`src/rtl/stopwatch_pkg.sv`:
```
// Shared definitions for the stopwatch controller: state encoding, parameter
// defaults and the state-to-LED decode.
package stopwatch_pkg;

  localparam int TIME_W_DEF    = 24;
  localparam int LAP_DEPTH_DEF = 4;

  typedef enum logic [1:0] {
    ST_IDLE = 2'd0,
    ST_RUN  = 2'd1,
    ST_LAP  = 2'd2,
    ST_STOP = 2'd3
  } state_e;

  // LED word is {STOP, LAP, RUN}; IDLE shows all dark.
  function automatic logic [2:0] led_of(input state_e st);
    logic [2:0] led;
    case (st)
      ST_RUN:  led = 3'b001;
      ST_LAP:  led = 3'b010;
      ST_STOP: led = 3'b100;
      default: led = 3'b000;
    endcase
    return led;
  endfunction

endpackage

```
`src/rtl/stopwatch_lap_buf.sv`:
```
// Circular lap store: write pointer wraps mod LAP_DEPTH, saturating count and
// sticky overwrite flag; combinational read by physical index.
module stopwatch_lap_buf #(
  parameter int TIME_W    = 24,
  parameter int LAP_DEPTH = 4
) (
  input  logic                            clk,
  input  logic                            rst_n,
  input  logic                            wr_en,
  input  logic [TIME_W-1:0]               wr_data,
  input  logic                            clr,
  input  logic [$clog2(LAP_DEPTH)-1:0]    rd_idx,
  output logic [TIME_W-1:0]               rd_data,
  output logic [$clog2(LAP_DEPTH+1)-1:0]  cnt,
  output logic                            ovf,
  output logic [$clog2(LAP_DEPTH)-1:0]    oldest
);

  localparam int AW = $clog2(LAP_DEPTH);
  localparam int CW = $clog2(LAP_DEPTH + 1);
  localparam logic [AW-1:0] ONE_A   = AW'(1);
  localparam logic [CW-1:0] ONE_C   = CW'(1);
  localparam logic [CW-1:0] DEPTH_C = CW'(LAP_DEPTH);

  logic [TIME_W-1:0] mem_r [LAP_DEPTH];
  logic [AW-1:0]     wr_ptr_r;
  logic [CW-1:0]     cnt_r;
  logic              ovf_r;
  logic              full_s;

  assign full_s  = (cnt_r == DEPTH_C);
  // Once full, the next write lands on the oldest entry, i.e. the write pointer.
  assign oldest  = full_s ? wr_ptr_r : {AW{1'b0}};
  assign rd_data = mem_r[rd_idx];
  assign cnt     = cnt_r;
  assign ovf     = ovf_r;

  // Entry storage, write pointer, lap count and overwrite flag.
  always_ff @(posedge clk) begin
    if (!rst_n || clr) begin
      for (int i = 0; i < LAP_DEPTH; i++) begin
        mem_r[i] <= {TIME_W{1'b0}};
      end
      wr_ptr_r <= {AW{1'b0}};
      cnt_r    <= {CW{1'b0}};
      ovf_r    <= 1'b0;
    end else if (wr_en) begin
      mem_r[wr_ptr_r] <= wr_data;
      wr_ptr_r        <= wr_ptr_r + ONE_A;
      if (full_s) begin
        ovf_r <= 1'b1;
      end else begin
        cnt_r <= cnt_r + ONE_C;
      end
    end else begin
      wr_ptr_r <= wr_ptr_r;
      cnt_r    <= cnt_r;
      ovf_r    <= ovf_r;
    end
  end

endmodule

```
`src/rtl/stopwatch_ctrl.sv`:
```
// Stopwatch control FSM (IDLE/RUN/LAP/STOP) driving timer enable/clear, display
// mux and LEDs. Define LAP_RECALL_EN to build lap recall in STOP.
import stopwatch_pkg::*;

module stopwatch_ctrl #(
  parameter int TIME_W    = TIME_W_DEF,
  parameter int LAP_DEPTH = LAP_DEPTH_DEF
) (
  input  logic              i_clk,
  input  logic              i_rst,
  input  logic              i_start_stop,
  input  logic              i_lap_clr,
  input  logic              i_recall,
  input  logic [TIME_W-1:0] i_time,
  output logic              o_run,
  output logic              o_clr,
  output logic [TIME_W-1:0] o_disp,
  output logic [2:0]        o_led,
  output logic [3:0]        o_lap_cnt,
  output logic              o_lap_ovf
);

  localparam int AW = $clog2(LAP_DEPTH);
  localparam int CW = $clog2(LAP_DEPTH + 1);

  state_e            state_r;
  state_e            state_nxt_s;
  logic              lap_wr_s;
  logic              lap_clr_s;
  logic [TIME_W-1:0] freeze_r;
  logic [TIME_W-1:0] rd_data_s;
  logic [AW-1:0]     rd_idx_s;
  logic [AW-1:0]     oldest_s;
  logic [CW-1:0]     lap_cnt_s;
  logic [4:0]        cnt_ext_s;
  logic              recall_show_s;

  stopwatch_lap_buf #(
    .TIME_W    (TIME_W),
    .LAP_DEPTH (LAP_DEPTH)
  ) u_lap_buf (
    .clk     (i_clk),
    .rst_n   (i_rst),
    .wr_en   (lap_wr_s),
    .wr_data (i_time),
    .clr     (lap_clr_s),
    .rd_idx  (rd_idx_s),
    .rd_data (rd_data_s),
    .cnt     (lap_cnt_s),
    .ovf     (o_lap_ovf),
    .oldest  (oldest_s)
  );

  // A 16-deep buffer cannot report 16 in four bits, so the count pins at 15.
  assign cnt_ext_s = 5'(lap_cnt_s);
  assign o_lap_cnt = cnt_ext_s[4] ? 4'hF : cnt_ext_s[3:0];

  // Next-state decode; start/stop always takes priority over lap/clear.
  always_comb begin
    state_nxt_s = state_r;
    lap_wr_s    = 1'b0;
    lap_clr_s   = 1'b0;
    case (state_r)
      ST_IDLE: begin
        if (i_start_stop) begin
          state_nxt_s = ST_RUN;
        end else begin
          state_nxt_s = ST_IDLE;
        end
      end
      ST_RUN: begin
        if (i_start_stop) begin
          state_nxt_s = ST_STOP;
        end else if (i_lap_clr) begin
          state_nxt_s = ST_LAP;
          lap_wr_s    = 1'b1;
        end else begin
          state_nxt_s = ST_RUN;
        end
      end
      ST_LAP: begin
        if (i_start_stop) begin
          state_nxt_s = ST_STOP;
        end else if (i_lap_clr) begin
          state_nxt_s = ST_RUN;
        end else begin
          state_nxt_s = ST_LAP;
        end
      end
      ST_STOP: begin
        if (i_start_stop) begin
          state_nxt_s = ST_RUN;
        end else if (i_lap_clr) begin
          state_nxt_s = ST_IDLE;
          lap_clr_s   = 1'b1;
        end else begin
          state_nxt_s = ST_STOP;
        end
      end
      default: begin
        state_nxt_s = ST_IDLE;
      end
    endcase
  end

`ifdef LAP_RECALL_EN
  logic          recall_act_r;
  logic [AW-1:0] recall_idx_r;
  logic [AW-1:0] recall_idx_nxt_s;
  logic          recall_go_s;

  // Recall index is logical (0 = oldest); it wraps after the newest stored lap.
  always_comb begin
    recall_go_s      = i_recall && (state_r == ST_STOP) && (state_nxt_s == ST_STOP) &&
                       (lap_cnt_s != {CW{1'b0}});
    recall_idx_nxt_s = recall_idx_r;
    if (recall_go_s) begin
      if (!recall_act_r) begin
        recall_idx_nxt_s = {AW{1'b0}};
      end else if ((CW'(recall_idx_r) + CW'(1)) == lap_cnt_s) begin
        recall_idx_nxt_s = {AW{1'b0}};
      end else begin
        recall_idx_nxt_s = recall_idx_r + AW'(1);
      end
    end else begin
      recall_idx_nxt_s = recall_idx_r;
    end
    recall_show_s = recall_go_s || (recall_act_r && (state_nxt_s == ST_STOP));
    rd_idx_s      = oldest_s + recall_idx_nxt_s;
  end

  // Recall session state; any exit from STOP ends the session.
  always_ff @(posedge i_clk) begin
    if (!i_rst) begin
      recall_act_r <= 1'b0;
      recall_idx_r <= {AW{1'b0}};
    end else if (state_nxt_s != ST_STOP) begin
      recall_act_r <= 1'b0;
      recall_idx_r <= {AW{1'b0}};
    end else begin
      recall_act_r <= recall_act_r | recall_go_s;
      recall_idx_r <= recall_idx_nxt_s;
    end
  end
`else
  logic unused_recall_s;

  assign rd_idx_s        = {AW{1'b0}};
  assign recall_show_s   = 1'b0;
  assign unused_recall_s = ^{i_recall, rd_data_s, oldest_s};
`endif

  // FSM state and registered outputs, all decoded from the next state.
  always_ff @(posedge i_clk) begin
    if (!i_rst) begin
      state_r  <= ST_IDLE;
      o_run    <= 1'b0;
      o_clr    <= 1'b0;
      o_led    <= 3'b000;
      o_disp   <= {TIME_W{1'b0}};
      freeze_r <= {TIME_W{1'b0}};
    end else begin
      state_r <= state_nxt_s;
      o_run   <= (state_nxt_s == ST_RUN) || (state_nxt_s == ST_LAP);
      o_clr   <= lap_clr_s;
      o_led   <= led_of(state_nxt_s);
      if (lap_wr_s) begin
        freeze_r <= i_time;
      end else begin
        freeze_r <= freeze_r;
      end
      if (state_nxt_s == ST_LAP) begin
        o_disp <= lap_wr_s ? i_time : freeze_r;
      end else if (recall_show_s) begin
        o_disp <= rd_data_s;
      end else begin
        o_disp <= i_time;
      end
    end
  end

endmodule

```
`config.mk`:
```
export PLATFORM = sky130hd
export DESIGN_NAME = stopwatch_ctrl
export DESIGN_NICKNAME = d
export VERILOG_FILES = /design/src/rtl/stopwatch_pkg.sv /design/src/rtl/stopwatch_lap_buf.sv /design/src/rtl/stopwatch_ctrl.sv
export SDC_FILE = /design/constraint.sdc
export NUM_CORES = 1
export LEC_CHECK = 0
export ABC_AREA = 1
export BUFFER_PORTS_ARGS = -buffer_cell sky130_fd_sc_hd__buf_2
export CAP_MARGIN = 20
export CORE_MARGIN = 3
export CORE_UTILIZATION = 47
export CTS_BUF_LIST = sky130_fd_sc_hd__clkbuf_16
export CTS_CLUSTER_DIAMETER = 150
export DETAILED_ROUTE_END_ITERATION = 10
export PLACE_DENSITY = 0.75
export SLEW_MARGIN = 20
export SYNTH_ARGS = -nofsm -noshare
export SYNTH_HDL_FRONTEND = slang
export SYNTH_SLANG_ARGS = --single-unit
```
`constraint.sdc`:
```
create_clock -name i_clk -period 1.3 [get_ports i_clk]
set_clock_uncertainty 0.05 [all_clocks]
set_input_delay 0.195 -clock i_clk [delete_from_list [all_inputs] [get_ports i_clk]]
set_output_delay 0.195 -clock i_clk [all_outputs]
set_load 0.1 [all_outputs]
```
==> results.cfg, run 1 <==
[status]
run_status = finished with violations
violations = setup timing

[logic_synthesis]
netlist_area_sq_um = 2540
ys_warn_count = 0
syn_area_per_cell_sq_um = 7.175
yosysSeqAreaShare_pct = 46.50
synth.net_count = 387
ys_types = 22
synth_cells = 354
ys_ff_latch = 59

[clock_network]
cts_made_buffers = 9
clk_pin_slew_worst_paths_ps = 50
cts_tree = built
cts_sinks = 59
clock_latency_ps = 320
cts_root_buffer = clkbuf_16
cts.htree.levels = 3
cts_buffer_depth = 2
hold_buffers = 0

[layout]
fin_cells = 502
layout_common_cells = nand2_1 (72), dfxtp_1 (54), nor2_1 (49)
fillers = 388
n_antenna_cell = 0
layout.nets = 460
area_growth_pct = 45.91
fin_util_pct = 71.65
mostFrequentLayoutCell = nand2_1
drive_gt1_share_pct = 35.88

[critical_path]
r2r_cells = 8
arrival_ps = 1560
cp_slowest_cell = dfxtp_4
end_kind = flop
worst-setup-path-type = flop to flop
start_kind = flop
slowest_delay_ps = 370
worstPathCellList = inv_4, nor2_4, nand2_2, nand3_4, buf_6, nand3_1, nand2_1, nor2_1
crit_fanout = 9
critical_path_required_ps = 1470

[sta]
timing.final.setup_violations = 32
drv_slew = 0
rsz0062_at_grt = yes
setup_ws_ps = -95.11
min_period_ps = 1395
max_freq_mhz = 716.8
final.period_utilization_pct = 107.3
hold_viol_final = 0

[floorplan]
rows = 26
die_h_um = 79.51
dieWidth_um = 79.51
start_util_pct = 49.10
fp.dieArea_sq_um = 6322
io_pins = 63
core-area_sq_um = 5172

[place]
place_ws_ps = -137.2
place_congestion = 0.7408
dp.final_hpwl_um = 3791
port_buffers = 60
place_inst = 480

[hold_path]
min_path_type = input pin to flop
hold_depth = 3

[global_routing]
grt_util_all_layers_pct = 22.67
grt_pass1_vias = 2499
antenna_found_initial = 0
grt_max_degree = 27
grt_pass1_wl_um = 11010
grt-ovfl-total = 0

[power]
vdd_drop_max_v = 0.0009231
p_leak_nw = 1.757
p_per_area_nw_per_um2 = 1525

[routing]
dr.pass1.iters = 4
routedWlPerCell_um = 13.21
via_per_inst = 4.934
wl_um = 6629
drtIter0Drc = 139
ant_nets = 0
num_vias = 2477
drc = 0

[run]
drv_cap = 0
==> cells by family (layout without fill, tap and decap cells) <==
| family | after synthesis | in the layout | synth area share [%] |
|---|---|---|---|
| other | 1 | 1 | 0.1476 |
| buffers and inverters | 62 | 140 | 10.10 |
| and+or+nand+nor | 197 | 197 | 34.88 |
| AOI/OAI and AO/OA | 30 | 30 | 6.059 |
| xor gates and xnor gates | 1 | 1 | 0.3449 |
| adders and majority gates | 4 | 4 | 1.971 |
| DFF | 59 | 59 | 46.50 |
==> cell usage after synthesis <==
library cell	n	area share (%)
nand3_2	1	0.39
ha_1	4	2.0
buf_4	1	0.30
inv_2	5	0.74
nor3_1	1	0.20
nand2_1	90	13
clkinv_1	2	0.30
conb_1	1	0.15
dfxtp_1	59	47
nand3b_1	24	7.1
nor2_4	2	0.89
nand2_2	1	0.25
buf_1	2	0.30
o21ai_2	1	0.34
clkbuf_1	3	0.44
o21ai_0	1	0.20
a21oi_1	28	5.5
inv_1	33	4.9
buf_2	16	3.2
nand3_1	25	4.9
nor2_1	53	7.8
xor2_1	1	0.34
==> stage by stage <==
stage	setup TNS, ps	power, mW	area (sq um)	hold WS [ps]
5_1_grt	-4371	5.873	3706	65.98
3_3_place_gp	-1759	3.228	3087	380.8
4_1_cts	-343.9	5.652	3596	46.50
2_1_floorplan	0	2.953	2552	276.7
3_5_place_dp	-2887	3.244	3087	381.4
6_report	-1600	5.653	3706	52.18
==> metal layers <==
layer | vias to the layer above | global-route usage, % | share of wire, %
met1 | 1137 | 26.95 | 41
met5 | - | 0 | 0
met2 | 82 | 37.31 | 50
met3 | 16 | 5.869 | 5.9
met4 | 0 | 12.03 | 2.8
li1 | 1242 | - | -
==> what timing repair did <==
item                                    CTS  global route
resized for setup                        38            58
endpoints found under the setup margin   36            59
cloned                                    2             1
pin swaps                                 4            13
buffers inserted                          6             2
==> power breakdown <==
group | internal, mW | switching (mW) | leakage, nW | total, mW
registers | 1.92 | 0.0407 | 0.489 | 1.96
logic | 0.399 | 1.03 | 1.12 | 1.43
clock network | 1.46 | 0.803 | 0.148 | 2.26
total | 3.78 | 1.87 | 1.76 | 5.65
==> final timing paths <==
kind	slack, ps	start	endpoint
worst min register to register	400	u_lap_buf.ovf$_SDFFE_PP0P_	u_lap_buf.ovf$_SDFFE_PP0P_
worst max register to register	-100	state_r[0]$_SDFF_PN0_	o_disp[7]$_SDFF_PN0_
worst min-delay path	50	i_time[6]	o_disp[6]$_SDFF_PN0_
worst max-delay path	-100	state_r[0]$_SDFF_PN0_	o_disp[7]$_SDFF_PN0_
==> registers in the layout (all words and copies together), names as in the netlist <==
signal         count
o_led              3
freeze_r          24
u_lap_buf.ovf      1
state_r            2
o_clr              1
o_run              1
u_lap_buf.cnt      3
o_disp            24
==> worst max-delay path: cells and delay by family, from the launching register on <==
kind	cells	cell delay (ps)
AND/OR/NAND/NOR	6	650
flip-flops	1	370
buffers and inverters	2	210
==> area by class of cell <==
cell class	count	area (sq um)	share of cell area (%)
inverters	40	160.2	4.321
well taps	70	87.58	2.363
clock inverters	7	58.81	1.587
flip-flops and latches	59	1197	32.31
clock buffers	9	225.2	6.077
multi-input cells	233	1264	34.10
repair buffers	84	713.2	19.24
(Power assumes the default switching activity.)
==> run 2: changes to the inputs <==
RECOVER_POWER = 25   (was not set)
SETUP_SLACK_MARGIN = 0.2   (was not set)
==> run 2 against run 1 <==
Compared with the run above: the run still ends with setup timing left; combinational power is 25% higher; register-to-register slack worse by 50 ps; critical path depth did not move; die area unchanged.
==> results.cfg, run 2 (synthesis results as in run 1) <==
[status]
run_status = finished with violations
violations = setup timing

[routing]
drc = 0
wl_um = 8290
wl_met2_um = 4269
topRoutingLayerUsed = met4
ant_nets = 0
met3RoutedLength_um = 535
via_per_inst = 5.258
wl_met1_um = 3195
drtIter0Drc = 179
num_vias = 2671
dr.pass1.iters = 5
routedWlPerCell_um = 16.32

[global_routing]
grt_pass1_wl_um = 11120
grt_max_degree = 29
grt-ovfl-total = 0
grt_pass1_vias = 2539
antenna_found_initial = 0
grt_util_all_layers_pct = 22.64

[layout]
n_antenna_cell = 0
mostFrequentLayoutCell = nor2_1
layout_common_cells = nor2_1 (44), nand2_2 (41), buf_12 (38)
final_area_sq_um = 4448
largest_registers = freeze_r: 24 flops, o_disp: 24 flops
drive_gt1_share_pct = 54.57
area_growth_pct = 75.12
layout.nets = 468
fillers = 225

[critical_path]
crit_fanout = 6
critical_path_required_ps = 1480
arrival_ps = 1620
end_kind = flop
start_kind = flop
worst-setup-path-type = flop to flop

[clock_network]
cts.htree.levels = 3
clock_latency_ps = 340
cts_made_buffers = 9
cts_buffer_depth = 2
clk_pin_slew_worst_paths_ps = 50
cts_root_buffer = clkbuf_16
cts_tree = built
cts_sinks = 59
hold_buffers = 0

[place]
dp.final_hpwl_um = 3814
port_buffers = 60
place_area_sq_um = 3193
place_congestion = 0.7620

[sta]
timing.final.setup_violations = 34
min_period_ps = 1445
drv_slew = 0
rsz0062_at_grt = yes
timing.hold.ws_ps = 32.99
final.period_utilization_pct = 111.2
setup_ws_ps = -145.1
max_freq_mhz = 692.0
hold_viol_final = 0

[floorplan]
core-area_sq_um = 5172
rows = 26
fp.dieArea_sq_um = 6322
die_h_um = 79.51
start_util_pct = 49.10
dieWidth_um = 79.51
io_pins = 63

[hold_path]
min_path_type = input pin to flop

[power]
p_per_area_nw_per_um2 = 1365
vdd_drop_max_v = 0.001114
p_leak_nw = 1.956

[run]
drv_cap = 0
[run 2: changes by cell type in the layout (fill, tap and decap cells not counted), moves of 10 or more]
cell,delta
nand2_1,-38
dfxtp_2,+31
buf_12,+30
dfxtp_1,-30
nand2_2,+24
clkbuf_4,-21
nand2_4,+14
nand3_2,+11
nand3_1,-10
[run 2: worst max-delay path: stages, from the launching register on]
cell and delay (ps):
dfxtp_2 330, buf_6 110, nor2_4 190, nand2_2 120, nand3_4 150, buf_6 160
nand3_2 80, nand2_1 90, nor2_1 50
[run 2: layout make-up]
class / count / area (sq um) / share of cell area [%]
clock buffer: 9 / 225.2 / 5.063
sequential: 59 / 1232 / 27.71
inverter: 40 / 160.2 / 3.601
clock inverter: 5 / 47.55 / 1.069
tap: 70 / 87.58 / 1.969
timing repair buffer: 91 / 1204 / 27.06
multi-input combinational: 234 / 1491 / 33.53
[run 2: final timing paths]
| path | startpoint | end | slack (ps) | cells past startpoint |
|---|---|---|---|---|
| hold / removal | i_time[20] | o_disp[20]$_SDFF_PN0_ | 30 | 3 |
| setup / recovery | state_r[1]$_SDFF_PN0_ | o_disp[16]$_SDFF_PN0_ | -150 | 8 |
| setup reg to reg | state_r[1]$_SDFF_PN0_ | o_disp[16]$_SDFF_PN0_ | -150 | 8 |
| hold reg to reg | u_lap_buf.ovf$_SDFFE_PP0P_ | u_lap_buf.ovf$_SDFFE_PP0P_ | 450 | 2 |
[run 2: routing by layer]
layer / GRT usage, % / vias to the layer above
met1: 25.00 / 1267
met2: 37.90 / 114
met4: 12.89 / 0
met3: 7.449 / 32
li1: - / 1258
met5: 0 / -
[run 2: report_power, final]
group	total [mW]	switching (mW)	internal, mW
combinational	1.79	1.12	0.673
sequential	2.02	0.0822	1.94
clock	2.26	0.820	1.44
[run 2: metrics by stage]
stage / power (mW) / std cells / setup TNS [ps] / utilization (%) / setup WS, ps
finish: 6.070 / 508 / -3079 / 85.99 / -145.1
global route: 6.246 / 508 / -6571 / 85.99 / -236.5
CTS: 5.723 / 499 / -587.9 / 75.71 / -46.15
detailed placement: 3.279 / 483 / -2945 / 61.73 / -141.0
global placement: 3.263 / 483 / -2047 / 61.73 / -97.80
floorplan: 2.988 / 354 / 0 / - / 54.00
[run 2: what timing repair did]
item | CTS | global route
gates cloned | 1 | 6
resized for setup | 126 | 103
buffers inserted | 1 | 3
pin swaps | 10 | 25
setup endpoints to repair | 91 | 87
